`src/rtl/antares_hilo_unit.sv`:
```
// HI/LO register unit: issues multiplies to the external pipelined multiplier, folds the
// returning 64-bit product into HI:LO and stalls HI/LO consumers while a multiply is in flight.
module antares_hilo_unit #(
    parameter int unsigned MULT_LATENCY = 4
) (
    input  logic        clk,
    input  logic        rst,
    input  logic        op_valid_i,
    input  logic [3:0]  op_i,
    input  logic [31:0] rs_data_i,
    input  logic [31:0] rt_data_i,
    input  logic        ex_stall_i,
    input  logic        flush_i,
    output logic [31:0] hilo_read_data_o,
    output logic        hilo_stall_o,
    output logic [31:0] mult_input_a_o,
    output logic [31:0] mult_input_b_o,
    output logic        mult_signed_op_o,
    output logic        mult_enable_op_o,
    output logic        mult_flush_o,
    input  logic [63:0] mult_result_i,
    input  logic        mult_ready_i
);

    localparam logic [3:0] OpMult  = 4'd1;
    localparam logic [3:0] OpMultu = 4'd2;
    localparam logic [3:0] OpMadd  = 4'd3;
    localparam logic [3:0] OpMaddu = 4'd4;
    localparam logic [3:0] OpMsub  = 4'd5;
    localparam logic [3:0] OpMsubu = 4'd6;
    localparam logic [3:0] OpMthi  = 4'd7;
    localparam logic [3:0] OpMtlo  = 4'd8;
    localparam logic [3:0] OpMfhi  = 4'd9;
    localparam logic [3:0] OpMflo  = 4'd10;

    localparam int unsigned AgeW = $clog2(MULT_LATENCY + 1);

    typedef enum logic [0:0] {StIdle, StBusy} state_e;
    typedef enum logic [1:0] {AccNone, AccAdd, AccSub} acc_e;

    state_e            state_q, state_d;
    acc_e              acc_q, acc_d;
    logic [31:0]       hi_q, hi_d;
    logic [31:0]       lo_q, lo_d;
    logic [AgeW-1:0]   age_q, age_d;

    logic              is_mul_op;
    logic              is_signed_op;
    logic              is_hilo_op;
    acc_e              op_acc;
    logic              idle;
    logic              issue;
    logic              mt_write;
    logic              complete;

    // Instruction decode
    always_comb begin
        is_mul_op    = 1'b0;
        is_signed_op = 1'b0;
        is_hilo_op   = 1'b0;
        op_acc       = AccNone;
        case (op_i)
            OpMult: begin
                is_mul_op    = 1'b1;
                is_signed_op = 1'b1;
                is_hilo_op   = 1'b1;
            end
            OpMultu: begin
                is_mul_op  = 1'b1;
                is_hilo_op = 1'b1;
            end
            OpMadd: begin
                is_mul_op    = 1'b1;
                is_signed_op = 1'b1;
                is_hilo_op   = 1'b1;
                op_acc       = AccAdd;
            end
            OpMaddu: begin
                is_mul_op  = 1'b1;
                is_hilo_op = 1'b1;
                op_acc     = AccAdd;
            end
            OpMsub: begin
                is_mul_op    = 1'b1;
                is_signed_op = 1'b1;
                is_hilo_op   = 1'b1;
                op_acc       = AccSub;
            end
            OpMsubu: begin
                is_mul_op  = 1'b1;
                is_hilo_op = 1'b1;
                op_acc     = AccSub;
            end
            OpMthi, OpMtlo, OpMfhi, OpMflo: begin
                is_hilo_op = 1'b1;
            end
            default: begin
                is_hilo_op = 1'b0;
            end
        endcase
    end

    assign idle     = (state_q == StIdle);
    assign issue    = op_valid_i & is_mul_op & idle & ~ex_stall_i & ~flush_i & ~rst;
    assign mt_write = op_valid_i & ((op_i == OpMthi) | (op_i == OpMtlo)) & idle
                      & ~ex_stall_i & ~flush_i;
    // A result arriving while idle belongs to a flushed op and is dropped.
    assign complete = (state_q == StBusy) & mult_ready_i & ~flush_i;

    // State register
    always_ff @(posedge clk) begin
        if (rst) begin
            state_q <= StIdle;
        end else begin
            state_q <= state_d;
        end
    end

    // Next-state logic
    always_comb begin
        state_d = state_q;
        unique case (state_q)
            StIdle: begin
                if (issue) begin
                    state_d = StBusy;
                end
            end
            StBusy: begin
                if (flush_i || mult_ready_i) begin
                    state_d = StIdle;
                end
            end
            default: begin
                state_d = StIdle;
            end
        endcase
    end

    // Outputs
    always_comb begin
        mult_input_a_o   = rs_data_i;
        mult_input_b_o   = rt_data_i;
        mult_signed_op_o = is_signed_op;
        mult_enable_op_o = issue;
        mult_flush_o     = flush_i | rst;
        hilo_stall_o     = op_valid_i & (state_q == StBusy) & is_hilo_op & ~rst;
        hilo_read_data_o = '0;
        if (op_valid_i && op_i == OpMfhi) begin
            hilo_read_data_o = hi_q;
        end else if (op_valid_i && op_i == OpMflo) begin
            hilo_read_data_o = lo_q;
        end
    end

    // Accumulate mode and HI/LO next state
    always_comb begin
        acc_d = acc_q;
        if (flush_i) begin
            acc_d = AccNone;
        end else if (issue) begin
            acc_d = op_acc;
        end
    end

    always_comb begin
        hi_d = hi_q;
        lo_d = lo_q;
        if (complete) begin
            unique case (acc_q)
                AccAdd:  {hi_d, lo_d} = {hi_q, lo_q} + mult_result_i;
                AccSub:  {hi_d, lo_d} = {hi_q, lo_q} - mult_result_i;
                default: {hi_d, lo_d} = mult_result_i;
            endcase
        end else if (mt_write) begin
            if (op_i == OpMthi) begin
                hi_d = rs_data_i;
            end else begin
                lo_d = rs_data_i;
            end
        end
    end

    // Edges since issue; only used to sanity-check the multiplier's latency.
    always_comb begin
        age_d = age_q;
        if (issue) begin
            age_d = '0;
        end else if (state_q == StBusy && age_q != AgeW'(MULT_LATENCY)) begin
            age_d = age_q + 1'b1;
        end
    end

    always_ff @(posedge clk) begin
        if (rst) begin
            acc_q <= AccNone;
            hi_q  <= '0;
            lo_q  <= '0;
            age_q <= '0;
        end else begin
            acc_q <= acc_d;
            hi_q  <= hi_d;
            lo_q  <= lo_d;
            age_q <= age_d;
        end
    end

    assert property (@(posedge clk) disable iff (rst)
        (state_q == StBusy && mult_ready_i) |-> (age_q == AgeW'(MULT_LATENCY - 1)));

endmodule

```
`config.mk`:
```
export PLATFORM = sky130hd
export DESIGN_NAME = antares_hilo_unit
export DESIGN_NICKNAME = d
export VERILOG_FILES = /design/src/rtl/antares_hilo_unit.sv
export SDC_FILE = /design/constraint.sdc
export NUM_CORES = 1
export LEC_CHECK = 0
export CAP_MARGIN = 15
export CELL_PAD_IN_SITES_DETAIL_PLACEMENT = 2
export CELL_PAD_IN_SITES_GLOBAL_PLACEMENT = 2
export CORE_ASPECT_RATIO = 1.1
export CORE_MARGIN = 3
export CORE_UTILIZATION = 31
export DETAILED_ROUTE_END_ITERATION = 12
export GPL_TIMING_DRIVEN = 0
export MAX_ROUTING_LAYER = met4
export PLACE_DENSITY = 0.93
export SETUP_SLACK_MARGIN = 0.3
export SYNTH_ARGS = -nofsm -noshare
export SYNTH_HDL_FRONTEND = slang
export SYNTH_SLANG_ARGS = --single-unit
```
`constraint.sdc`:
```
create_clock -name clk -period 4.3 [get_ports clk]
set_input_delay 0.86 -clock clk [delete_from_list [all_inputs] [get_ports clk]]
set_output_delay 0.86 -clock clk [all_outputs]
set_load 0.1 [all_outputs]
```
==> Yosys cells after proc, flatten, opt, wreduce, memory -nomap -nowiden <==
Cells that the tools add are included.
{ "word_totals": {"output_inout_bits": 100, "wordCells": 69, "in_bits": 138, "register_bits": 67} }
{ "classes": {"eq_ne": 13, "bitwise_logic": 20, "n_reduce_logical": 13, "mux": 17, "addsub": 2} }
{ "op_table": {"columns": ["cell", "n"], "rows": [
  ["32-bit 2-to-1 mux", 8],
  ["32-bit case mux with 2 select lines", 2],
  ["64-bit adder", 1],
  ["64-bit subtractor", 1],
  ["4-bit by 3-bit == test with 1-bit output (second input constant)", 4],
  ["1-bit bitwise AND", 14],
  ["4-bit == test (second input constant)", 3],
  ["10-bit OR reduction", 1],
  ["4-bit by 2-bit == test with 1-bit output (second input constant)", 2],
  ["2-bit OR reduction", 3],
  ["6-bit OR reduction", 1],
  ["1-bit 2-to-1 mux", 5],
  ["4-bit by 1-bit == test with 1-bit output (second input constant)", 1],
  ["1-bit inverter", 4],
  ["2-bit case mux with 2 select lines", 1],
  ["2-bit AND reduction", 2],
  ["2-bit nonzero test", 2],
  ["3-bit OR reduction", 1],
  ["2-bit by 1-bit == test with 1-bit output (second input constant)", 1],
  ["2-bit == test (second input constant)", 1],
  ["1-bit logical AND", 2],
  ["2-bit inequality test (second input constant)", 1],
  ["1-bit bitwise OR", 2],
  ["1-bit case mux with 2 select lines", 1],
  ["1-bit logical OR", 1]
]} }

==> Depth between registers and ports, before layout <==
Gate-level depths: netlist of run 1.
{ "depth": {"word_depth": 10, "depth_mapped": 14, "mapped_depth_nobuf": 13} }

==> Worst setup path before layout of run 1 <==
No wires, ideal clock.
{ "synth_timing": {"kind": "input port to output port", "start": "input port flush_i", "end": "output port mult_enable_op_o", "arrival_ns": 4.805, "setup_slack_ns": -1.365, "stages": 3, "n_path_buf": 0, "path_cell_list": "or3_1 > or3b_1 > nor4_1"} }
{ "synth_via": {"elab_chain_len": 3} }
{ "synth_lines": {"columns": ["element", "line", "source"], "rows": [
  ["from (decl)", "13", "input logic flush_i,"],
  ["1-bit inverter", "104", "assign issue = op_valid_i & is_mul_op & idle & ~ex_stall_i & ~flush_i & ~rst;"],
  ["1-bit bitwise AND (2 in series)", "104", null],
  ["to (decl)", "19", "output logic mult_enable_op_o,"]
]} }
No other way between the ends.

==> Worst setup path after layout of run 1 <==
{ "layout_timing": {"start": "register acc_q[0]", "end": "register hi_q[2]"} }
{ "layout_via": {"elab_chain_len": 3, "word_cells_on_any_way": 4, "classes_between": "eq/ne: 2; mux: 2"} }
{ "layout_lines": {"columns": ["element", "line", "source"], "rows": [
  ["from (decl)", "42", "acc_e acc_q, acc_d;"],
  ["from (signal assigned)", "195", "acc_q <= AccNone;"],
  ["2-bit == test or 2-bit by 1-bit == test with 1-bit output (tied branches)", "169", "unique case (acc_q)"],
  ["32-bit case mux with 2 select lines *", "169", null],
  ["32-bit 2-to-1 mux *", "168", "if (complete) begin"],
  ["to (signal assigned)", "201", "hi_q <= hi_d;"],
  ["to (decl)", "43", "logic [31:0] hi_q, hi_d;"]
]} }
Every way passes the cells marked *; elsewhere a longest branch is shown, timed or not.
A chain may end at the register's enable or synchronous reset.

==> impl_metrics.env, run 1 <==
export IMPL_min_from="acc_q[1]$_SDFFE_PP0P_"
export IMPL_wl_per_cell_um=34.60
export IMPL_cp_max_fo=10
export IMPL_core_area_sq_mm=0.04280
export IMPL_post_route_period_util_pct=97.90
export IMPL_synth_cells=1972
export IMPL_hold_path_class="flop to flop"
export IMPL_drt_total_wl_mm=98.09
export IMPL_layout_common_cells="nand2_1, a21oi_1, nor2_1, buf_4, clkdlybuf4s50_1"
export IMPL_die_w_um=205.6
export IMPL_hold_ws_ns=0.5273
export IMPL_boundaryPins=238
export IMPL_clock_insertion_delay_worst_skew_ns=0.36
export IMPL_slowest_stage="clkbuf_1"
export IMPL_fmax_mhz=237.6
export IMPL_p_seq_share_pct=23.9
export IMPL_antenna_found_initial=2
export IMPL_dr_pass1_iters=5
export IMPL_hold_path_cell_count=2
export IMPL_hold_violations=0
export IMPL_synthFlopType="dfxtp_1"
export IMPL_grt_usage_pct=40.62
export IMPL_setup_viol=0
export IMPL_clkTransAtPathRegs_ns=0.07
export IMPL_drtAntennaViolNets=0
export IMPL_cts_inserted_buffers=9
export IMPL_powerDensity_mw_per_mm2=144.4
export IMPL_synth_edf_count=0
export IMPL_p_sw_share_pct=45.30
export IMPL_overflow=0
export IMPL_p_sw_mw=1.222
export IMPL_fp_dieH_um=225.6
export IMPL_crit_chain="inv_1, ha_1, clkdlybuf4s15_1, inv_1, clkbuf_2, clkbuf_1, o22ai_1, o21ai_0, a31oi_1"
export IMPL_cp_required_ns=4.50
export IMPL_p_clk_share_pct=30.2
export IMPL_hold_end="acc_q[1]$_SDFFE_PP0P_"
export IMPL_intPower_mw=1.476
export IMPL_fin_skew_ns=0.01130
export IMPL_area_growth_pct=37.45
export IMPL_async_flop_share_pct=0
export IMPL_clockBufferDepth=2
export IMPL_num_vias=19311
export IMPL_p_leak_nw=7.386
export IMPL_io_buffers=203
export IMPL_fillers=4947
export IMPL_worstReg2RegEnd="hi_q[2]$_SDFFE_PP0P_"
export IMPL_arrival_ns=4.41
export IMPL_finalSetupTns_ns=0
export IMPL_seq_area_frac_synth_pct=9.870
export IMPL_cpPeakStageDelay_ns=0.74
export IMPL_rsz0062_at_grt="yes"
export IMPL_start_util_pct=31.75
export IMPL_max_vdd_ir_drop_uv=187.3
export IMPL_critical_path_class="flop to flop"
export IMPL_avgViaCountPerCell=6.812
export IMPL_final_max_slew_viol_count=0
export IMPL_synth_fp_nets=2241
export IMPL_cp_start_kind="flop"
export IMPL_synth_seq_cells=67
export IMPL_r2r_slack_ns=0.09
export IMPL_grt_max_degree=15
export IMPL_cts_tree="done"
export IMPL_crit_path_end_kind="flop"
export IMPL_cts_sinks=67
export IMPL_drive_gt1_share_pct=24.01
export IMPL_synth_cell_types=113
export IMPL_netlist_area_sq_mm=0.01359
export IMPL_dpl_hpwl_mm=75.69
export IMPL_r2r_cells=9
export IMPL_clockRootBuffer="clkbuf_16"
export IMPL_min_period_ns=4.210
export IMPL_yosysWarnings=0
export IMPL_drc=0
export IMPL_cap_viol_max_count=0
export IMPL_rows=79
export IMPL_syn_avg_cell_area_sq_um=6.891
export IMPL_r2r_start="acc_q[0]$_SDFFE_PP0P_"
export IMPL_dieArea_sq_mm=0.04639
export IMPL_slew_headroom_pct=12.32
export IMPL_nets=2530
export IMPL_grt_pass1_vias=19961
export IMPL_crit_top_cell="inv_1"
export IMPL_layout_commonest_cell="nand2_1"
export IMPL_p_comb_share_pct=45.8
export IMPL_drtIter0Drc=1963
export IMPL_tightest_slew_ns=1.315
export IMPL_place_congestion=1.022
export IMPL_outcome="completed"
export IMPL_grt_first_pass_wirelength_mm=136.2
export IMPL_htree_levels=3
## per-stage QoR
step	util (%)	worst slack [ns]	area [sq um]	total power, mW	std cells
2_1_floorplan	-	0.5611	13610	1.325	1972
3_3_place_gp	38.21	-2.388	16360	1.712	2742
3_5_place_dp	38.25	-1.650	16370	1.743	2745
4_1_cts	42.17	0.2929	18050	2.607	2804
5_1_grt	43.63	0.2367	18680	2.759	2834
6_report	43.64	0.09049	18680	2.698	2835
## flip-flops by register name, indices dropped and copies added, names as in the netlist
register / cells
state_q: 1
lo_q: 32
acc_q: 2
hi_q: 32
## power groups by stage
stage	logic [mW]	registers (mW)	clock network [mW]
floorplan	0.678	0.646	0
global placement	1.06	0.657	0
detailed placement	1.09	0.657	0
CTS	1.16	0.643	0.806
global route	1.28	0.644	0.839
finish	1.24	0.646	0.816
## timing repair
item,CTS,global route
resized for setup,486,155
pin swaps,71,51
setup endpoints to repair,88,74
buffers inserted,43,26
hold buffers,0,0
## worst max path at each step
stage	slack, ns	start	end
CTS	0.29	mult_result_i[15]	hi_q[9]$_SDFFE_PP0P_
global route	0.24	mult_result_i[41]	hi_q[20]$_SDFFE_PP0P_
detailed placement	-1.65	mult_result_i[42]	hi_q[24]$_SDFFE_PP0P_
floorplan	0.56	flush_i	mult_enable_op_o
finish	0.09	acc_q[0]$_SDFFE_PP0P_	hi_q[2]$_SDFFE_PP0P_
global placement	-2.39	mult_result_i[28]	hi_q[24]$_SDFFE_PP0P_
## metal layers
metal	global-route usage (%)	wire, um
met2	64.19	44270
met1	48.29	36310
met4	24.54	8169
met3	6.804	9343
met5	-	0
## worst max-delay path, delay by kind of cell, from the launching register on
kind	cells	cell delay, ns
buf+inv	5	2.69
compound gates	3	0.73
flops	1	0.40
fa+ha+maj	1	0.21
## synthesized netlist by cell type, types with 31 or more instances
master	n	area, sq um
a211oi_1	37	277.8
a21oi_1	195	975.9
a22o_1	33	289.0
a311oi_1	35	306.5
buf_4	65	488.0
clkbuf_1	82	307.8
dfxtp_1	67	1341
ha_1	129	1614
inv_1	132	495.5
nand2_1	195	732.0
nand3_1	39	195.2
nor2_1	160	600.6
nor3_1	65	325.3
nor4_1	34	212.7
o21ai_0	88	440.4
o21bai_1	40	300.3
o31ai_1	31	232.7
xnor2_1	41	359.1
## cells by family (layout without fill, tap and decap cells)
family                   after synthesis  in the layout  synth area share [%]
multiplexers                          17             17                 1.280
adder cells (fa/ha/maj)              131            131                 12.17
other                                  0              2                     0
AO/OA/AOI/OAI                        737            737                 38.18
flip-flops                            67             67                 9.870
AND/OR/NAND/NOR                      639            639                 22.86
XOR/XNOR                              45             45                 2.900
buffers and inverters                336            630                 12.73
## final cells by class
type | instances | area [sq um] | area share (%)
multi-input cells | 1569 | 11910 | 63.75
repair buffers | 278 | 2507 | 13.42
plain buffers | 198 | 1370 | 7.335
flip-flops and latches | 67 | 1341 | 7.181
well taps | 567 | 709.4 | 3.798
inverters | 138 | 533.0 | 2.854
clock buffers | 9 | 225.2 | 1.206
clock inverters | 7 | 80.08 | 0.4287
diodes | 2 | 5.005 | 0.02680
Note: power is estimated with default switching activity, not from simulation.
==> run 2: changes to the inputs <==
--- a/config.mk
+++ b/config.mk
@@ -9,13 +9,13 @@
 export CELL_PAD_IN_SITES_DETAIL_PLACEMENT = 2
 export CELL_PAD_IN_SITES_GLOBAL_PLACEMENT = 2
 export CORE_ASPECT_RATIO = 1.1
-export CORE_MARGIN = 3
+export CORE_MARGIN = 1.5
 export CORE_UTILIZATION = 31
 export DETAILED_ROUTE_END_ITERATION = 12
-export GPL_TIMING_DRIVEN = 0
 export MAX_ROUTING_LAYER = met4
 export PLACE_DENSITY = 0.93
 export SETUP_SLACK_MARGIN = 0.3
+export SLEW_MARGIN = 15
 export SYNTH_ARGS = -nofsm -noshare
 export SYNTH_HDL_FRONTEND = slang
 export SYNTH_SLANG_ARGS = --single-unit
==> run 2 against run 1 <==
  * The flow now stops in global routing
  * Synthesized area unchanged
  * Synthesized cell count did not move
==> impl_metrics.env, run 2 <==
export IMPL_synthFlopType="dfxtp_1"
export IMPL_stop_stage="global routing"
export IMPL_outcome="did not finish"
export IMPL_synth_seq_cells=67
export IMPL_clockRootBuffer="clkbuf_16"
export IMPL_fp_dieH_um=222.6
export IMPL_yosysWarnings=0
export IMPL_synth_cell_types=113
export IMPL_overflow=49
export IMPL_place_congestion=1.116
export IMPL_dpl_hpwl_mm=87.29
export IMPL_yosysTopAreaCell="ha_1"
export IMPL_netlist_area_sq_mm=0.01359
export IMPL_grt_usage_pct=73.04
export IMPL_grt_pass1_vias=27610
export IMPL_synth_edf_count=0
export IMPL_cts_sinks=67
export IMPL_synth_top_cells_by_count="a21oi_1, nand2_1, nor2_1"
export IMPL_io_buffers=173
export IMPL_place_area_sq_mm=0.01825
export IMPL_die_w_um=202.6
export IMPL_clockBufferDepth=2
export IMPL_cts_inserted_buffers=9
export IMPL_grt_first_pass_wirelength_mm=227.9
export IMPL_rows=80
export IMPL_boundaryPins=238
export IMPL_htree_levels=3
export IMPL_async_flop_share_pct=0
export IMPL_syn_avg_cell_area_sq_um=6.891
export IMPL_synth_cells=1972
export IMPL_synth_fp_nets=2241
export IMPL_start_util_pct=31.35
export IMPL_seq_area_frac_synth_pct=9.870
export IMPL_synth_area_leaders="ha_1, dfxtp_1, a21oi_1"
export IMPL_synth_top_area_share_pct=11.88
export IMPL_stop_error="[ERROR GRT-0116] Global routing finished with congestion. Check the congestion regions in the DRC Viewer."
export IMPL_grt_max_degree=89
-- run 2: timing repair --
| item | in CTS |
|---|---|
| resized for setup | 332 |
| hold buffers | 0 |
| buffers inserted | 38 |
| setup endpoints to repair | 57 |
| pin swaps | 75 |
-- run 2: layer usage --
layer	overflow	track usage, %
met1	1	69.48
met4	34	75.82
met3	0	55.78
met2	14	89.16
met5	-	-
-- run 2: cell families after synthesis --
family / Yosys count / share of synthesized area [%]
compound gates: 737 / 38.18
mux: 17 / 1.280
fa+ha+maj: 131 / 12.17
simple gates: 639 / 22.86
flops: 67 / 9.870
xor+xnor: 45 / 2.900
buf+inv: 336 / 12.73
-- run 2: metrics by stage --
stage                     setup slack [ns]  setup TNS, ns  std cells  util (%)  hold slack (ns)
after floorplan                     0.5611              0       1972         -           0.4671
after global placement             -0.7995         -7.414       2933     42.10           0.4834
after detailed placement           -0.7715         -25.03       2933     42.10           0.5305
after CTS                           0.2856              0       2987     46.59           0.6262
==> run 3: changes to the inputs <==
==> config.mk (replaced) <==
export PLATFORM = sky130hd
export DESIGN_NAME = antares_hilo_unit
export DESIGN_NICKNAME = d
export VERILOG_FILES = /design/src/rtl/antares_hilo_unit.sv
export SDC_FILE = /design/constraint.sdc
export NUM_CORES = 1
export LEC_CHECK = 0
export CAP_MARGIN = 15
export CORE_MARGIN = 1.5
export CORE_UTILIZATION = 30
export DETAILED_ROUTE_END_ITERATION = 12
export PLACE_DENSITY_LB_ADDON = 0.15
export SLEW_MARGIN = 15
export SYNTH_ARGS = -nofsm -noshare
export SYNTH_HDL_FRONTEND = slang
export SYNTH_SLANG_ARGS = --single-unit
==> run 3 against run 2 <==
  * The run now ends clean
==> impl_metrics.env, run 3 (synthesis results as in run 1) <==
export IMPL_critical_path_class="primary input to flop"
export IMPL_cp_start_kind="primary input"
export IMPL_grt_pass1_vias=17190
export IMPL_drtIter0Drc=1761
export IMPL_die_w_um=215.8
export IMPL_hold_violations=0
export IMPL_core_area_sq_mm=0.04441
export IMPL_dr_pass1_iters=6
export IMPL_io_buffers=173
export IMPL_rows=77
export IMPL_fp_dieH_um=215.8
export IMPL_slew_headroom_pct=46.09
export IMPL_clock_insertion_delay_worst_skew_ns=0.38
export IMPL_place_congestion=1.032
export IMPL_tightest_slew_ns=0.8086
export IMPL_setup_viol=0
export IMPL_cp_required_ns=4.57
export IMPL_slowest_stage="clkdlybuf4s50_1"
export IMPL_num_vias=17879
export IMPL_crit_chain="clkdlybuf4s50_1, inv_1, ha_1, buf_4, a221oi_1, o31a_2, buf_4, o31ai_4, nor3_2, or2_2, a21o_2, buf_4, a221oi_2, nor2_1, o311a_1"
export IMPL_grt_first_pass_wirelength_mm=115.8
export IMPL_clockBufferDepth=2
export IMPL_powerDensity_mw_per_mm2=139.0
export IMPL_grt_max_degree=60
export IMPL_cpPeakStageDelay_ns=0.48
export IMPL_cts_hold_buf=0
export IMPL_startpoint="mult_result_i[7]"
export IMPL_drt_total_wl_mm=80.40
export IMPL_reg_largest_list="hi_q: 32 flops, lo_q: 32 flops, acc_q: 2 flops"
export IMPL_overflow=0
export IMPL_hold_path_class="flop to flop"
export IMPL_antenna_cells=0
export IMPL_dieArea_sq_mm=0.04658
export IMPL_cts_sinks=67
export IMPL_max_vdd_ir_drop_uv=202.0
export IMPL_cts_inserted_buffers=9
export IMPL_finalPower_mw=2.629
export IMPL_wl_per_cell_um=26.88
export IMPL_r2r_start="hi_q[1]$_SDFFE_PP0P_"
export IMPL_layout_commonest_cell="buf_4"
export IMPL_crit_top_cell="buf_4"
export IMPL_drtAntennaViolNets=0
export IMPL_drc=0
export IMPL_clkTransAtPathRegs_ns=0.07
export IMPL_avgViaCountPerCell=5.978
export IMPL_arrival_ns=4.48
export IMPL_place_area_sq_mm=0.01842
export IMPL_post_route_period_util_pct=97.98
export IMPL_layout_common_cells="buf_4, nand2_1, a21oi_1, nor2_1, inv_1"
export IMPL_start_util_pct=30.60
export IMPL_nets=2663
export IMPL_min_from="state_q$_SDFF_PP0_"
export IMPL_boundaryPins=238
export IMPL_dpl_hpwl_mm=65.70
export IMPL_drive_gt1_share_pct=25.93
export IMPL_crit_path_end_kind="flop"
export IMPL_stdcell_area_sq_mm=0.01892
export IMPL_antenna_found_initial=2
export IMPL_fin_skew_ns=0.01657
export IMPL_htree_levels=3
export IMPL_p_leak_nw=8.012
export IMPL_cp_max_fo=9
export IMPL_fmax_mhz=237.4
export IMPL_outcome="completed"
export IMPL_final_max_slew_viol_count=0
export IMPL_cts_tree="done"
export IMPL_min_period_ns=4.213
export IMPL_cap_viol_max_count=0
export IMPL_grt_usage_pct=33.44
export IMPL_clockRootBuffer="clkbuf_16"
export IMPL_area_growth_pct=39.19
## run 3: area by class of cell
| type | instances | area (sq um) |
|---|---|---|
| sequential | 67 | 1341 |
| clock inverter | 6 | 113.9 |
| clock buffer | 10 | 229.0 |
| inverter | 138 | 518.0 |
| multi-input combinational | 1569 | 10710 |
| timing repair buffer | 609 | 5268 |
| tap | 592 | 740.7 |
| fill | 4676 | 25500 |
## run 3: final timing paths
check	to	slack [ns]	cells past startpoint
worst max-delay path	hi_q[19]$_SDFFE_PP0P_	0.09	15
worst min-delay path	state_q$_SDFF_PP0_	0.50	2
worst max register to register	hi_q[12]$_SDFFE_PP0P_	0.46	13
worst min register to register	state_q$_SDFF_PP0_	0.50	2
## run 3: repair_timing
| item | 4_1_cts | 5_1_grt |
|---|---|---|
| gates resized for setup | 1 | 25 |
| pin swaps | 0 | 6 |
| buffers inserted | 0 | 3 |
| endpoints found under the setup margin | 1 | 22 |
## run 3: power by group
group | internal [mW] | switching (mW)
Clock | 0.569 | 0.380
Sequential | 0.627 | 0.0143
Combinational | 0.407 | 0.631
## run 3: layer usage
layer,vias up,wire [um],global-route usage [%]
met5,-,16,0
met4,2,3698,14.15
met3,181,7175,5.779
met2,988,35120,52.75
met1,8570,34390,44.64
li1,8138,-,-
## run 3: stage by stage
step                instances  hold WS [ns]  setup slack (ns)   TNS [ns]  util [%]
floorplan                1972        0.4671         -0.008025  -0.008025         -
global placement         2972        0.4923           -0.5715     -6.537     41.48
detailed placement       2972        0.4980           -0.6011     -7.220     41.48
CTS                      2988        0.5053           0.01211          0     42.26
global route             2991        0.5402          -0.01513   -0.01667     42.59
finish                   2991        0.5034           0.08696          0     42.59
## run 3: worst max-delay path, delay by kind of cell
kind | cells | cell delay [ns]
fa+ha+maj | 1 | 0.30
simple gates | 3 | 0.58
buf+inv | 5 | 1.04
compound gates | 6 | 1.69
